### config.mk
export PLATFORM = sky130hd
export DESIGN_NAME = m68k_region_decoder
export DESIGN_NICKNAME = d
export VERILOG_FILES = /design/src/rtl/m68k_region_decoder.sv
export SDC_FILE = /design/constraint.sdc
export NUM_CORES = 1
export LEC_CHECK = 0
export CAP_MARGIN = 5
export CORE_AREA = 2 2 72 74
export DETAILED_ROUTE_END_ITERATION = 16
export DIE_AREA = 0 0 74 76
export MAX_ROUTING_LAYER = met4
export PLACE_DENSITY = 0.56
export SETUP_SLACK_MARGIN = 0.15
export SLEW_MARGIN = 0
export SYNTH_ARGS = -nofsm -noshare
export SYNTH_HDL_FRONTEND = slang
export SYNTH_SLANG_ARGS = --single-unit
### constraint.sdc
create_clock -name clk -period 2.1 [get_ports clk]
set_clock_uncertainty 0.05 [all_clocks]
set_input_delay 0.42 -clock clk [delete_from_list [all_inputs] [get_ports clk]]
set_output_delay 0.42 -clock clk [all_outputs]
set_load 0.01 [all_outputs]
### src/rtl/m68k_region_decoder.sv
// 68000 address-region decoder: registered base/mask window selects plus a
// DTACK/BERR generator with per-region wait states and optional external ready.
module m68k_region_decoder #(
  parameter int NUM_REGIONS = 4,
  parameter int ADDR_W = 24,
  parameter logic [NUM_REGIONS*ADDR_W-1:0] REGION_BASE =
    {24'h0b0000, 24'h0e0000, 24'h070000, 24'h000000},
  parameter logic [NUM_REGIONS*ADDR_W-1:0] REGION_MASK =
    {24'hffc000, 24'hffff00, 24'hffc000, 24'hfc0000},
  parameter logic [NUM_REGIONS*4-1:0] REGION_WAIT = {4'd0, 4'd1, 4'd0, 4'd0},
  parameter logic [NUM_REGIONS-1:0] REGION_EXT = 4'b1000,
  parameter int BERR_TIMEOUT = 255,
  localparam int IDX_W = (NUM_REGIONS > 1) ? $clog2(NUM_REGIONS) : 1
) (
  input  logic                   clk,
  input  logic                   reset,
  input  logic [ADDR_W-1:0]      cpu_a,
  input  logic                   cpu_as_n,
  input  logic                   cpu_uds_n,
  input  logic                   cpu_lds_n,
  input  logic                   ext_ready,
  output logic [NUM_REGIONS-1:0] region_cs,
  output logic [IDX_W-1:0]       region_idx,
  output logic                   hit,
  output logic                   dtack_n,
  output logic                   berr_n
);

  localparam int TCNT_W = $clog2(BERR_TIMEOUT + 1);
  localparam logic [TCNT_W-1:0] TCNT_LIMIT = TCNT_W'(BERR_TIMEOUT);

  typedef enum logic [2:0] {
    S_IDLE,
    S_WAIT,
    S_ACK,
    S_UNMAP,
    S_BERR
  } state_t;

  state_t                 state_q;
  logic [NUM_REGIONS-1:0] cs_q;
  logic [IDX_W-1:0]       idx_q;
  logic                   hit_q;
  logic                   dtack_n_q;
  logic                   berr_n_q;
  logic [3:0]             wcnt_q;
  logic [TCNT_W-1:0]      tcnt_q;

  logic                   start;
  logic                   dec_hit;
  logic [IDX_W-1:0]       dec_idx;
  logic [NUM_REGIONS-1:0] dec_cs;
  logic [TCNT_W-1:0]      tcnt_inc;
  logic                   ext_sel;
  logic                   wait_done;

  function automatic logic [TCNT_W-1:0] sat_inc(input logic [TCNT_W-1:0] v);
    if (v == {TCNT_W{1'b1}}) sat_inc = v;
    else                     sat_inc = v + 1'b1;
  endfunction

  assign start = !cpu_as_n && (!cpu_uds_n || !cpu_lds_n);

  // Descending scan so the lowest matching index is the last one written.
  always_comb begin
    dec_hit = 1'b0;
    dec_idx = '0;
    dec_cs  = '0;
    for (int i = NUM_REGIONS - 1; i >= 0; i--) begin
      if ((cpu_a & REGION_MASK[i*ADDR_W +: ADDR_W]) ==
          (REGION_BASE[i*ADDR_W +: ADDR_W] & REGION_MASK[i*ADDR_W +: ADDR_W])) begin
        dec_hit   = 1'b1;
        dec_idx   = IDX_W'(i);
        dec_cs    = '0;
        dec_cs[i] = 1'b1;
      end
    end
  end

  assign tcnt_inc  = sat_inc(tcnt_q);
  assign ext_sel   = REGION_EXT[idx_q];
  assign wait_done = (wcnt_q == 4'd0) && (!ext_sel || ext_ready);

  always_ff @(posedge clk or posedge reset) begin
    if (reset) begin
      state_q   <= S_IDLE;
      cs_q      <= '0;
      idx_q     <= '0;
      hit_q     <= 1'b0;
      dtack_n_q <= 1'b1;
      berr_n_q  <= 1'b1;
      wcnt_q    <= '0;
      tcnt_q    <= '0;
    end else begin
      case (state_q)
        S_IDLE: begin
          if (start) begin
            tcnt_q <= '0;
            if (dec_hit) begin
              cs_q    <= dec_cs;
              idx_q   <= dec_idx;
              hit_q   <= 1'b1;
              wcnt_q  <= REGION_WAIT[dec_idx*4 +: 4];
              state_q <= S_WAIT;
            end else begin
              state_q <= S_UNMAP;
            end
          end
        end
        S_WAIT: begin
          if (cpu_as_n) begin
            cs_q    <= '0;
            hit_q   <= 1'b0;
            state_q <= S_IDLE;
          end else begin
            if (wcnt_q != 4'd0) wcnt_q <= wcnt_q - 4'd1;
            tcnt_q <= tcnt_inc;
            // An acknowledge on the same edge as the timeout takes precedence.
            if (wait_done) begin
              dtack_n_q <= 1'b0;
              state_q   <= S_ACK;
            end else if (tcnt_inc == TCNT_LIMIT) begin
              cs_q     <= '0;
              hit_q    <= 1'b0;
              berr_n_q <= 1'b0;
              state_q  <= S_BERR;
            end
          end
        end
        S_ACK: begin
          if (cpu_as_n) begin
            dtack_n_q <= 1'b1;
            cs_q      <= '0;
            hit_q     <= 1'b0;
            state_q   <= S_IDLE;
          end
        end
        S_UNMAP: begin
          if (cpu_as_n) begin
            state_q <= S_IDLE;
          end else begin
            tcnt_q <= tcnt_inc;
            if (tcnt_inc == TCNT_LIMIT) begin
              berr_n_q <= 1'b0;
              state_q  <= S_BERR;
            end
          end
        end
        S_BERR: begin
          if (cpu_as_n) begin
            berr_n_q <= 1'b1;
            state_q  <= S_IDLE;
          end
        end
        default: state_q <= S_IDLE;
      endcase
    end
  end

  assign region_cs  = cs_q;
  assign region_idx = idx_q;
  assign hit        = hit_q;
  assign dtack_n    = dtack_n_q;
  assign berr_n     = berr_n_q;

endmodule

==> reports/metrics.sh <==
DRTITER0DRC=65
MOSTFREQUENTLAYOUTCELL='buf_4'
GLOBALROUTE.TOTALOVERFLOW=0
MAPPEDNETLISTAREA_SQ_UM=1580
DR_WL_MET2_MICRONS=2080
POWER_FRAC_SEQ_PCT=34.5
MAXUSEDROUTINGLAYER='met4'
ROUTEDWLPERCELL_MICRONS=13.3
DIE-WIDTH_MICRONS=74
DRT_PASS1_ITERATIONS=4
TOTAL_POWER_W=0.00184
SWITCHINGPOWER_W=0.000698
CRIT_FANOUT=6
SLEW_VIOL_FINAL=0
SYNTH_AREA_LEADER_CELL='dfrtp_1'
LAYOUT_MIN_CYCLE_TIME_NS=1.96
CRITICAL-PATH-MAX-STAGE-DELAY_NS=0.43
SYN-NUM-NETS=212
NUMBER_OF_CTS_INSERTED_BUFFERS=3
HOLD_PATH_DEPTH=2
WORST_PIN_SLEW_NS=0.421
SYNTH.TOP_CELLS.BY_AREA='dfrtp_1, nand2_1, o21ai_0'
FINAL-SEQ-AREA_SQ_UM=609
ARRIVAL_TIME_AT_THE_WORST_ENDPOINT_NS=2.11
IR_DROP_mV=0.337
CTS.CLK_SLEW.WORST_PATHS_NS=0.09
DOMINANT_SYNTHESIZED_FLOP_CELL='dfrtp_1'
CELL_CHAIN_CRITICAL_PATH='ha_4 > and4_4 > a211oi_2 > o2111ai_2 > buf_4 > or3_4 > o22a_1'
WORST-PATH-BUF-INV=1
CLOCK_SINK_COUNT=24
CLOCK_INSERTION_DELAY_WORST_SKEW_NS=0.27
FP.COREAREA_SQ_UM=4910
ROUTABILITYCONGESTION=0.822
SETUP-TNS-FINAL_NS=0
CRIT_PATH_START_KIND='register'
SYNTHESIS.AREA_PER_INSTANCE_SQ_UM=8.80
FINALCRITPERIODSHARE_PCT=93.6
FINAL.FILL_COUNT=486
CTS_TREE='done'
YOSYS_REGISTER_BITS=24
NORMALIZED_MAX_SLEW_MARGIN_PCT=71.7
YOSYSWARNINGS=0
SYNTH_ENABLE_FLOP_CELLS=0
HTREE_LEVELS=1
AREA.GROWTH.SYNTH_TO_FINAL_PCT=53.1
DESIGN.PORTCOUNT=39
VIAS=1602
GRT_ANTENNA_BEFORE_REPAIR=0
TIMING.CRITICAL_PATH.REQUIRED_NS=2.25
DIE_H_MICRONS=76
GRT_SETUP_UNREPAIRED='yes'
WL_MICRONS=4130
CPLARGESTDELAYFAMILY='compound AO/OA/AOI/OAI gates'
FRACTION_OF_FINAL_LAYOUT_CELLS_WITH_DRIVE_STRENGTH_GREATER_THAN_1_PCT=33.8
GRTUSAGETOTAL_PCT=15.6
FINAL-SETUP-VIOL-COUNT=0
MAX_CAP_VIOLATIONS=0
DESIGN.FINAL.NETS=274
WORSTHOLDPATHTYPE='reg -> reg'
PORT_BUFFERS=30
ROUTED_VIA_DENSITY=5.17
GRT_START_MAX_NET_PINS=25
WORSTSETUPPATHDEPTH=7
BUFFER_CELL_DRIVING_THE_CLOCK_TREE_ROOT='clkbuf_8'
MOSTFREQUENTLAYOUTCELLS='buf_4, nand2_1, clkdlybuf4s50_1, dfrtp_1, inv_1'
POWER_DENSITY_nW_PER_UM2=762
LAYOUT.CELLS.NON_FILLER=310
FIRST_GLOBAL_VIAS=1566
MAXCLOCKFREQUENCY_MHz=509
MULTI_INPUT_GATE_AREA_IN_THE_FINAL_LAYOUT_SQ_UM=1060
HOLD_VIOL_FINAL=0
DIE_AREA_SQ_UM=5620
SYN_INST=179
CTSLONGESTPATHBUFFERS=2
GRT_FIRST_PASS_WIRELENGTH_MICRONS=6990
MET3_WIRELENGTH_MICRONS=134
COMBINATIONALPOWERSHARE_PCT=48.1
SYNTH.LIB_CELLS_USED.DISTINCT=52
PLACEMENTROWS=26
DRC_ERRORS=0
CRITICAL_PATH_CLASS='reg -> reg'
DETAIL-ROUTE-ANTENNA-NETS=0
YOSYSSEQAREASHARE_PCT=38.3
INTERNAL-POWER_W=0.00114
WORST_PATH_MAX_DELAY_CELL='dfrtp_2'
CELLS_ON_WORST_REG2REG_PATH=7
PLACE.DETAILED.HPWL_MICRONS=3050
UTILIZATION_PCT=49.1
YOSYSTOPAREACELLSHARE_PCT=34.9
SETUP_SLACK_NS=0.135
SETUP.WORST_PATH.END_CLASS='register'
CLOCK_POWER_SHARE_PCT=17.4
P_SW_SHARE_PCT=38.0
ANTENNA_CELLS=0
P_LEAK_nW=0.988
MET1WIRELENGTH_MICRONS=1890
FLOORPLAN.INITIALDENSITY_PCT=32.1
POST_SYNTHESIS_ASYNC_SET_OR_RESET_FLOP_SHARE_PCT=100
PLACE_INST=300
WORST_SETUP_SLACK_BEFORE_CLOCK_TREE_SYNTHESIS_NS=-0.339
STATUS='finished, final reports clean'
synthesized netlist by cell type (all sizes together) (3+ instances only):
| master | instances |
|---|---|
| nand2 | 20 |
| or3 | 4 |
| inv | 14 |
| dfrtp | 22 |
| a21oi | 11 |
| and4 | 3 |
| buf | 4 |
| a31oi | 3 |
| nor2 | 12 |
| mux2i | 3 |
| ha | 3 |
| nand2b | 4 |
| o21ai | 13 |
| and3 | 5 |
| nor3 | 6 |
| nand3 | 6 |
worst reg2reg max path: cells and delay by family, from the launching register on:
family,cells,cell delay [ns]
adders and majority gates,1,0.18
AOI/OAI and AO/OA,3,0.54
and+or+nand+nor,2,0.50
DFF,1,0.43
buffers and inverters,1,0.19
through the flow:
step	hold slack, ns	instance area [sq um]
after floorplan	0.383	1600
after global placement	0.422	2150
after detailed placement	0.422	2150
after CTS	0.430	2280
after global routing	0.464	2410
final	0.428	2410
power groups by stage:
stage | Clock, W | Combinational, W | Sequential, W
2_1_floorplan | 0 | 0.000524 | 0.000637
3_3_place_gp | 0 | 0.000792 | 0.000641
3_5_place_dp | 0 | 0.000794 | 0.000640
4_1_cts | 0.000336 | 0.000837 | 0.000632
5_1_grt | 0.000359 | 0.000981 | 0.000649
6_report | 0.000320 | 0.000884 | 0.000633
sequential cells by signal, summed over array words and instances, names as in the netlist:
register and cells:
hit 1, region_cs 4, tcnt_q 8, wcnt_q 4
state_q 3, region_idx 2, dtack_n 1, berr_n 1
final cells by class:
cell class                      count  share of cell area (%)
Multi-Input combinational cell    135                    44.2
Timing Repair Buffer               63                    22.5
Inverter                           14                    2.18
Sequential cell                    24                    25.3
Clock buffer                        4                    2.28
Tap cell                           70                    3.63
routing by layer:
metal	vias to the layer above	track usage, %
li1	791	-
met1	772	21.4
met2	37	24.4
met3	2	2.25
met4	0	3.27
met5	-	-
worst paths after layout:
kind                                     end      start  slack [ns]
max in group asynchronous            dtack_n      reset        1.26
worst max-delay path                  berr_n  tcnt_q[0]        0.14
worst min-delay path                 dtack_n    dtack_n        0.43
worst min register to register       dtack_n    dtack_n        0.43
min in group asynchronous       region_cs[3]      reset        0.44
worst max register to register        berr_n  tcnt_q[0]        0.14
kinds of logic after synthesis:
logic type	Yosys count	synth area share (%)
and+or+nand+nor	73	25.6
AOI/OAI and AO/OA	53	24.1
DFF	24	38.3
buffers and inverters	20	5.88
muxes	4	2.62
adders and majority gates	4	3.02
xor gates and xnor gates	1	0.556
what timing repair did:
item | in CTS | in global routing
gates resized for setup | 28 | 27
setup endpoints to repair | 13 | 14
hold buffers | 0 | 0
hold endpoints to repair | 0 | 0
buffers inserted | 4 | 2
pin swaps | 11 | 12
No activity file was read; power rests on OpenSTA's default activity.
